`src/rtl/fetch_ram_wr_pack.sv`:
```
// fetch_ram_wr_pack
//   Write stage in front of the fetch-stage reference RAM. 32-bit reference
//   pixel beats arrive over valid/ready. Each pair of beats is packed into one
//   64-bit word, with the first beat in the low half. The word is written to
//   the RAM write port at circularly incrementing addresses starting from a
//   programmed base. The block reports completion of the programmed burst.
//
// Ports
//   clk_i        clock
//   rst_i        synchronous active-high reset
//   start_i      start-burst pulse, honoured only while idle
//   base_addr_i  first RAM address of the burst (sampled with start_i)
//   word_num_i   number of 64-bit words in the burst (sampled with start_i)
//   in_valid_i   input beat valid
//   in_data_i    input beat data
//   in_ready_o   block can accept a beat
//   wren_o       RAM write enable
//   wraddr_o     RAM write address (holds when wren_o is low)
//   wrdata_o     RAM write data (holds when wren_o is low)
//   busy_o       burst in progress
//   done_o       one-cycle pulse coincident with the final write
//   err_o        one-cycle pulse: start rejected (zero length or base out of range)
module fetch_ram_wr_pack #(
    parameter int IN_WIDTH   = 32,
    parameter int OUT_WIDTH  = 64,
    parameter int ADDR_WIDTH = 8,
    parameter int DEPTH      = 144
) (
    input  logic                  clk_i,
    input  logic                  rst_i,
    input  logic                  start_i,
    input  logic [ADDR_WIDTH-1:0] base_addr_i,
    input  logic [ADDR_WIDTH-1:0] word_num_i,
    input  logic                  in_valid_i,
    input  logic [IN_WIDTH-1:0]   in_data_i,
    output logic                  in_ready_o,
    output logic                  wren_o,
    output logic [ADDR_WIDTH-1:0] wraddr_o,
    output logic [OUT_WIDTH-1:0]  wrdata_o,
    output logic                  busy_o,
    output logic                  done_o,
    output logic                  err_o
);

    // One extra bit so a DEPTH equal to 2**ADDR_WIDTH still compares correctly.
    localparam logic [ADDR_WIDTH:0]   LP_DEPTH = (ADDR_WIDTH+1)'(DEPTH);
    localparam logic [ADDR_WIDTH-1:0] LP_LAST  = ADDR_WIDTH'(DEPTH - 1);

    typedef enum logic [1:0] {
        ST_IDLE,
        ST_LOW,
        ST_HIGH
    } state_t;

    state_t                  r_state;
    state_t                  w_state_nxt;

    logic [ADDR_WIDTH-1:0]   r_addr;     // address of the next word to write
    logic [ADDR_WIDTH-1:0]   r_remain;   // words still to be written
    logic [IN_WIDTH-1:0]     r_low;
    logic                    r_wren;
    logic [ADDR_WIDTH-1:0]   r_wraddr;
    logic [OUT_WIDTH-1:0]    r_wrdata;
    logic                    r_done;
    logic                    r_err;

    logic                    w_start_ok;
    logic                    w_start_err;
    logic                    w_low_accept;
    logic                    w_write;
    logic                    w_last;
    logic [ADDR_WIDTH-1:0]   w_addr_inc;

    // Next-state and control decode.
    always_comb begin
        w_state_nxt  = r_state;
        w_start_ok   = 1'b0;
        w_start_err  = 1'b0;
        w_low_accept = 1'b0;
        w_write      = 1'b0;
        w_last       = 1'b0;
        case (r_state)
            ST_IDLE: begin
                if (start_i) begin
                    if (word_num_i == '0 || {1'b0, base_addr_i} >= LP_DEPTH) begin
                        w_start_err = 1'b1;
                    end else begin
                        w_start_ok  = 1'b1;
                        w_state_nxt = ST_LOW;
                    end
                end
            end
            ST_LOW: begin
                if (in_valid_i) begin
                    w_low_accept = 1'b1;
                    w_state_nxt  = ST_HIGH;
                end
            end
            ST_HIGH: begin
                if (in_valid_i) begin
                    w_write = 1'b1;
                    if (r_remain == ADDR_WIDTH'(1)) begin
                        w_last      = 1'b1;
                        w_state_nxt = ST_IDLE;
                    end else begin
                        w_state_nxt = ST_LOW;
                    end
                end
            end
            default: w_state_nxt = ST_IDLE;
        endcase
    end

    // Wrap at DEPTH rather than at the natural 2**ADDR_WIDTH boundary.
    assign w_addr_inc = (r_addr == LP_LAST) ? '0 : r_addr + 1'b1;

    always_ff @(posedge clk_i) begin
        if (rst_i) begin
            r_state <= ST_IDLE;
        end else begin
            r_state <= w_state_nxt;
        end
    end

    always_ff @(posedge clk_i) begin
        if (rst_i) begin
            r_addr   <= '0;
            r_remain <= '0;
            r_low    <= '0;
            r_wren   <= 1'b0;
            r_wraddr <= '0;
            r_wrdata <= '0;
            r_done   <= 1'b0;
            r_err    <= 1'b0;
        end else begin
            r_wren <= w_write;
            r_done <= w_last;
            r_err  <= w_start_err;
            if (w_start_ok) begin
                r_addr   <= base_addr_i;
                r_remain <= word_num_i;
            end
            if (w_low_accept) begin
                r_low <= in_data_i;
            end
            if (w_write) begin
                r_wraddr <= r_addr;
                r_wrdata <= {in_data_i, r_low};
                r_addr   <= w_addr_inc;
                r_remain <= r_remain - 1'b1;
            end
        end
    end

    assign in_ready_o = (r_state != ST_IDLE);
    assign busy_o     = (r_state != ST_IDLE);
    assign wren_o     = r_wren;
    assign wraddr_o   = r_wraddr;
    assign wrdata_o   = r_wrdata;
    assign done_o     = r_done;
    assign err_o      = r_err;

endmodule

```
`config.mk`:
```
export PLATFORM = sky130hd
export DESIGN_NAME = fetch_ram_wr_pack
export DESIGN_NICKNAME = d
export VERILOG_FILES = /design/src/rtl/fetch_ram_wr_pack.sv
export SDC_FILE = /design/constraint.sdc
export NUM_CORES = 1
export LEC_CHECK = 0
export ABC_AREA = 1
export ABC_CLOCK_PERIOD_IN_PS = 2500
export CORE_MARGIN = 4
export CORE_UTILIZATION = 40
export DETAILED_ROUTE_END_ITERATION = 10
export GPL_ROUTABILITY_DRIVEN = 1
export GPL_TIMING_DRIVEN = 1
export PLACE_DENSITY = 0.68
export SYNTH_ARGS = -nofsm -noshare
export SYNTH_HDL_FRONTEND = slang
export SYNTH_SLANG_ARGS = --single-unit
```
`constraint.sdc`:
```
create_clock -name clk_i -period 2.5 [get_ports clk_i]
set_input_delay 0.625 -clock clk_i [delete_from_list [all_inputs] [get_ports clk_i]]
set_output_delay 0.625 -clock clk_i [all_outputs]
set_load 0.01 [all_outputs]
```
==> After elaboration in Yosys (flattened, before gate mapping) <==
Index checks and enable logic that the tools add are counted.
W data, S select, Z words.
{ "word_totals": {"inputBits": 52, "latchBits": 0, "memories": 0, "ff_bits": 125, "output_inout_bits": 77, "rom_bits": 0, "ram_bits": 0} }
{ "classes": {"n_eq_ne": 8, "multipliers": 0, "n_mux": 19, "n_lt_le_gt_ge": 1, "addsub": 2, "n_shift": 0, "n_reduce_logical": 8, "n_bitwise": 4, "div_mod_pow": 0} }
{ "ops": {"columns": ["cell", "count"], "rows": [
  ["$mux W8", 5],
  ["$mux W1", 9],
  ["$add A8 B1 Y8 const B", 1],
  ["$eq A8 B1 Y1 const B", 1],
  ["$eq A8 B8 Y1 const B", 1],
  ["$ge A8 B8 Y1 const B", 1],
  ["$logic_not A8 Y1", 1],
  ["$mux W2", 4],
  ["$ne A2 B2 Y1 const B", 4],
  ["$sub A8 B1 Y8 const B", 1],
  ["$pmux W2 S3", 1],
  ["$reduce_or A3 Y1", 2],
  ["$not A1 Y1", 4],
  ["$reduce_and A4 Y1", 1],
  ["$reduce_bool A2 Y1", 2],
  ["$eq A2 B1 Y1 const B", 1],
  ["$eq A2 B2 Y1 const B", 1],
  ["$logic_not A2 Y1", 1],
  ["$logic_or A1 B1 Y1", 1]
]} }

==> Depth between registers and ports, before layout <==
{ "depth": {"word_depth": 7, "depth_mapped": 10, "mapped_depth_nobuf": 10} }

==> Least setup slack after synthesis <==
Ideal clock, no wire load.
{ "synth_timing": {"path_type": "input to register", "start": "input port word_num_i[5]", "end": "register r_remain[1]", "t_arrival_ns": 1.376, "slack_ns": 1.008, "path_buffers": 1, "path_stages": 9, "setup_ns": 0.116, "cell_sequence": "inv_1 > nand2_1 > nor2_1 > nand2_1 > nand3_2 > nand2_2 > buf_4 > o21ai_0 > nor2_1"} }
{ "synth_via": {"elab_chain_cells": 6} }
{ "synth_rtl": {"columns": ["element", "line", "source"], "rows": [
  ["start, declared", "33", "input logic [ADDR_WIDTH-1:0] word_num_i,"],
  ["$logic_not A8 Y1", "85", "if (word_num_i == '0 || {1'b0, base_addr_i} >= LP_DEPTH) begin"],
  ["$logic_or A1 B1 Y1", "85", null],
  ["$mux W1", "85", null],
  ["$mux W1", "84", "if (start_i) begin"],
  ["$mux W1", "82", "case (r_state)"],
  ["$reduce_bool A2 Y1 (no line)", null, null],
  ["end signal, assigned", "141", "r_remain <= word_num_i;"],
  ["end signal, assigned", "150", "r_remain <= r_remain - 1'b1;"],
  ["end, declared", "59", "logic [ADDR_WIDTH-1:0] r_remain;"]
]} }
No other way between the ends.
A chain may end at the register's enable or synchronous reset.

==> Final worst setup path <==
{ "layout_timing": {"start": "register r_state[1]", "end": "output port busy_o"} }
{ "layout_via": {"elab_chain_cells": 1} }
{ "layout_rtl": {"columns": ["element", "line", "source"], "rows": [
  ["start, declared", "55", "state_t r_state;"],
  ["start signal, assigned", "121", "r_state <= w_state_nxt;"],
  ["$reduce_bool A2 Y1", "156", "assign busy_o = (r_state != ST_IDLE);"],
  ["end, declared", "40", "output logic busy_o,"]
]} }
No other way between the ends.

==> flow_metrics.py <==
metrics = {
    "clock_tree": {
        "cts.sinks": 125,
        "cts_resized": 0,
        "numCtsBuffers": 17,
        "ctsHoldBuffers": 0,
        "clk_latency_ns": 0.40,
        "cts_setup_buffers": 0,
        "root_buffer": "clkbuf_16",
        "cts_tree": "built",
        "clockBufferDepth": 2,
        "clk_pin_slew_worst_paths_ns": 0.06,
        "htree_levels": 4,
    },
    "logic_synthesis": {
        "yosysSeqAreaShare_pct": 51.19,
        "ys_ff_latch": 125,
        "ys_types": 26,
        "synth_cells": 645,
        "synth_nets": 700,
        "synth_area_leaders": "dfxtp_1, a21oi_1, nand2_1, o21ai_0, inv_1",
        "synth_warnings": 0,
        "synth.avg_cell_area_sq_um": 7.579,
        "synth_area_leader_cell": "dfxtp_1",
        "synth_top_cell_area_share_pct": 51.19,
        "synthesis.area_sq_um": 4888,
    },
    "sta": {
        "whs_ns": 0.4426,
        "final.period_utilization_pct": 87.67,
        "finalMaxSlewViolations": 0,
        "setup_viol": 0,
        "max_slew_margin_pct": 62.98,
        "hold_viol": 0,
        "rsz0062_at_grt": "no",
        "skew_ns": 0.007622,
        "period_needed_ns": 2.192,
        "fin_tns_setup_ns": 0,
        "max_freq_mhz": 456.2,
        "tightest_slew_ns": 0.5553,
    },
    "die": {
        "core_sq_um": 12010,
        "ios": 129,
        "fp-row-count": 40,
        "dieArea_sq_um": 14050,
        "die_x_um": 118.6,
        "fp.dieH_um": 118.6,
        "initial_core_util_pct": 40.70,
    },
    "placement": {
        "dp_hpwl_mm": 8.696,
        "placed_cells": 887,
        "place.gp.congestion": 0.8299,
        "placed_cell_area_sq_um": 6241,
        "io_buffers": 128,
    },
    "cells_and_area": {
        "fin_area_sq_um": 6880,
        "n_antenna_cell": 0,
        "layout_common_cells": "nand2_1, clkdlybuf4s50_1, dfxtp_1",
        "layout_commonest_cell": "nand2_1",
        "area_delta_synth_final_pct": 40.75,
        "fill_cells": 1121,
        "instances_no_fill": 919,
        "multi_input_area_sq_um": 1913,
        "drive_above_1_share_pct": 6.477,
        "final_nets": 814,
        "register_area_sq_um": 2502,
    },
    "run": {
        "drv_cap": 0,
    },
    "detailed_routing": {
        "drc": 0,
        "dr.pass1.iters": 4,
        "drt_iter0_drc": 312,
        "wl_per_cell_um": 13.87,
        "vias": 4585,
        "drtAntennaViolNets": 0,
        "wirelength_mm": 12.75,
        "routed_via_density": 4.989,
    },
    "outcome": {
        "run_status": "finished, final reports clean",
    },
    "global_route": {
        "grt_pass1_vias": 4270,
        "grt_max_degree": 67,
        "gr-total-overflow": 0,
        "track_usage_pct": 17.77,
        "antenna_found_initial": 0,
        "grt_pass1_wl_mm": 20.40,
    },
    "power": {
        "p_total_mw": 5.210,
        "internal_power_mw": 4.065,
        "power.share.clock_pct": 50.9,
        "switching_share_pct": 21.98,
        "sequentialPowerShare_pct": 40.4,
        "vdd_ir_drop_max_mv": 0.3961,
        "power.switching_mw": 1.145,
        "comb_power_share_pct": 8.6,
        "leakagePower_nw": 2.657,
        "powerDensity_nw_per_um2": 757.3,
    },
    "setup_path": {
        "crit_type": "reg -> out",
        "cpPeakStageDelay_ns": 0.56,
        "start_kind": "register",
        "critPathMaxFanout": 4,
        "endpoint_kind": "output port",
        "slowest_stage": "clkdlybuf4s50_1",
        "required_ns": 1.88,
        "cp.arrival_ns": 1.57,
        "crit_chain": "inv_2, nand2_2, clkdlybuf4s50_1",
    },
    "min_path": {
        "min_path_type": "reg -> reg",
    },
}
==> Yosys cell counts <==
cell type	n
buf_6	1
o21ai_1	4
o21ai_0	78
a21oi_2	1
nor2_4	1
nand3b_1	2
nand2_1	130
xor2_1	1
buf_4	9
clkbuf_2	1
xnor2_1	1
clkinv_1	1
inv_1	65
dfxtp_1	125
nand3_1	24
ha_1	3
nand3_2	1
nand4_1	7
inv_2	3
clkbuf_1	16
nor2_1	40
a21oi_1	111
nand2_2	2
nor3_1	2
nand3_4	1
buf_2	15
==> worst max-delay path, delay by kind of cell, from the launching register on <==
family | cells | cell delay, ns
DFF | 1 | 0.42
and+or+nand+nor | 1 | 0.11
buffers and inverters | 2 | 0.64
==> power groups by stage <==
stage	Sequential, mW	Clock [mW]	Combinational, mW
floorplan	2.15	0	0.243
global placement	2.15	0	0.438
detailed placement	2.15	0	0.448
CTS	2.11	2.70	0.451
global route	2.11	2.79	0.503
finish	2.11	2.65	0.450
==> cell families (layout without fill, tap and decap cells) <==
group / Yosys count / count (layout) / synth area share [%]
AO/OA/AOI/OAI: 194 / 194 / 19.94
XOR/XNOR: 2 / 2 / 0.3584
adder cells (fa/ha/maj): 3 / 3 / 0.7679
buffers and inverters: 111 / 238 / 9.777
flip-flops: 125 / 125 / 51.19
AND/OR/NAND/NOR: 210 / 210 / 17.97
==> flip-flops by register name (all words and copies together) (netlist names) <==
signal / flops
done_o: 1
err_o: 1
r_addr: 8
r_low: 32
r_remain: 8
r_state: 2
wraddr_o: 8
wrdata_o: 64
wren_o: 1
==> per-layer routing <==
metal	part of all wire [%]	vias up	global-route usage [%]
met5	0	-	0
met3	4.8	13	5.694
met4	0.92	0	5.069
met1	44	2139	20.85
li1	-	2329	-
met2	50	104	31.05
==> area by class of cell <==
| cell class | count | area share [%] |
|---|---|---|
| clock buffer | 21 | 6.547 |
| clock inverter | 11 | 2.746 |
| inverter | 69 | 3.783 |
| multi-input combinational | 409 | 27.80 |
| sequential | 125 | 36.37 |
| tap | 147 | 2.673 |
| timing repair buffer | 137 | 20.08 |
==> final timing paths <==
path                            startpoint           end  slack [ns]  cells after the start
worst max-delay path            r_state[1]        busy_o        0.31                      3
worst min-delay path             r_low[11]  wrdata_o[11]        0.44                      2
worst max register to register  r_state[0]     r_addr[1]        0.96                      8
worst min register to register   r_low[11]  wrdata_o[11]        0.44                      2
==> through the flow <==
stage,util [%],setup WS (ns)
2_1_floorplan,-,1.008
3_3_place_gp,51.96,0.2534
3_5_place_dp,51.96,0.2328
4_1_cts,57.28,0.2769
5_1_grt,57.28,0.2420
6_report,57.28,0.3081
(Power assumes the default switching activity.)
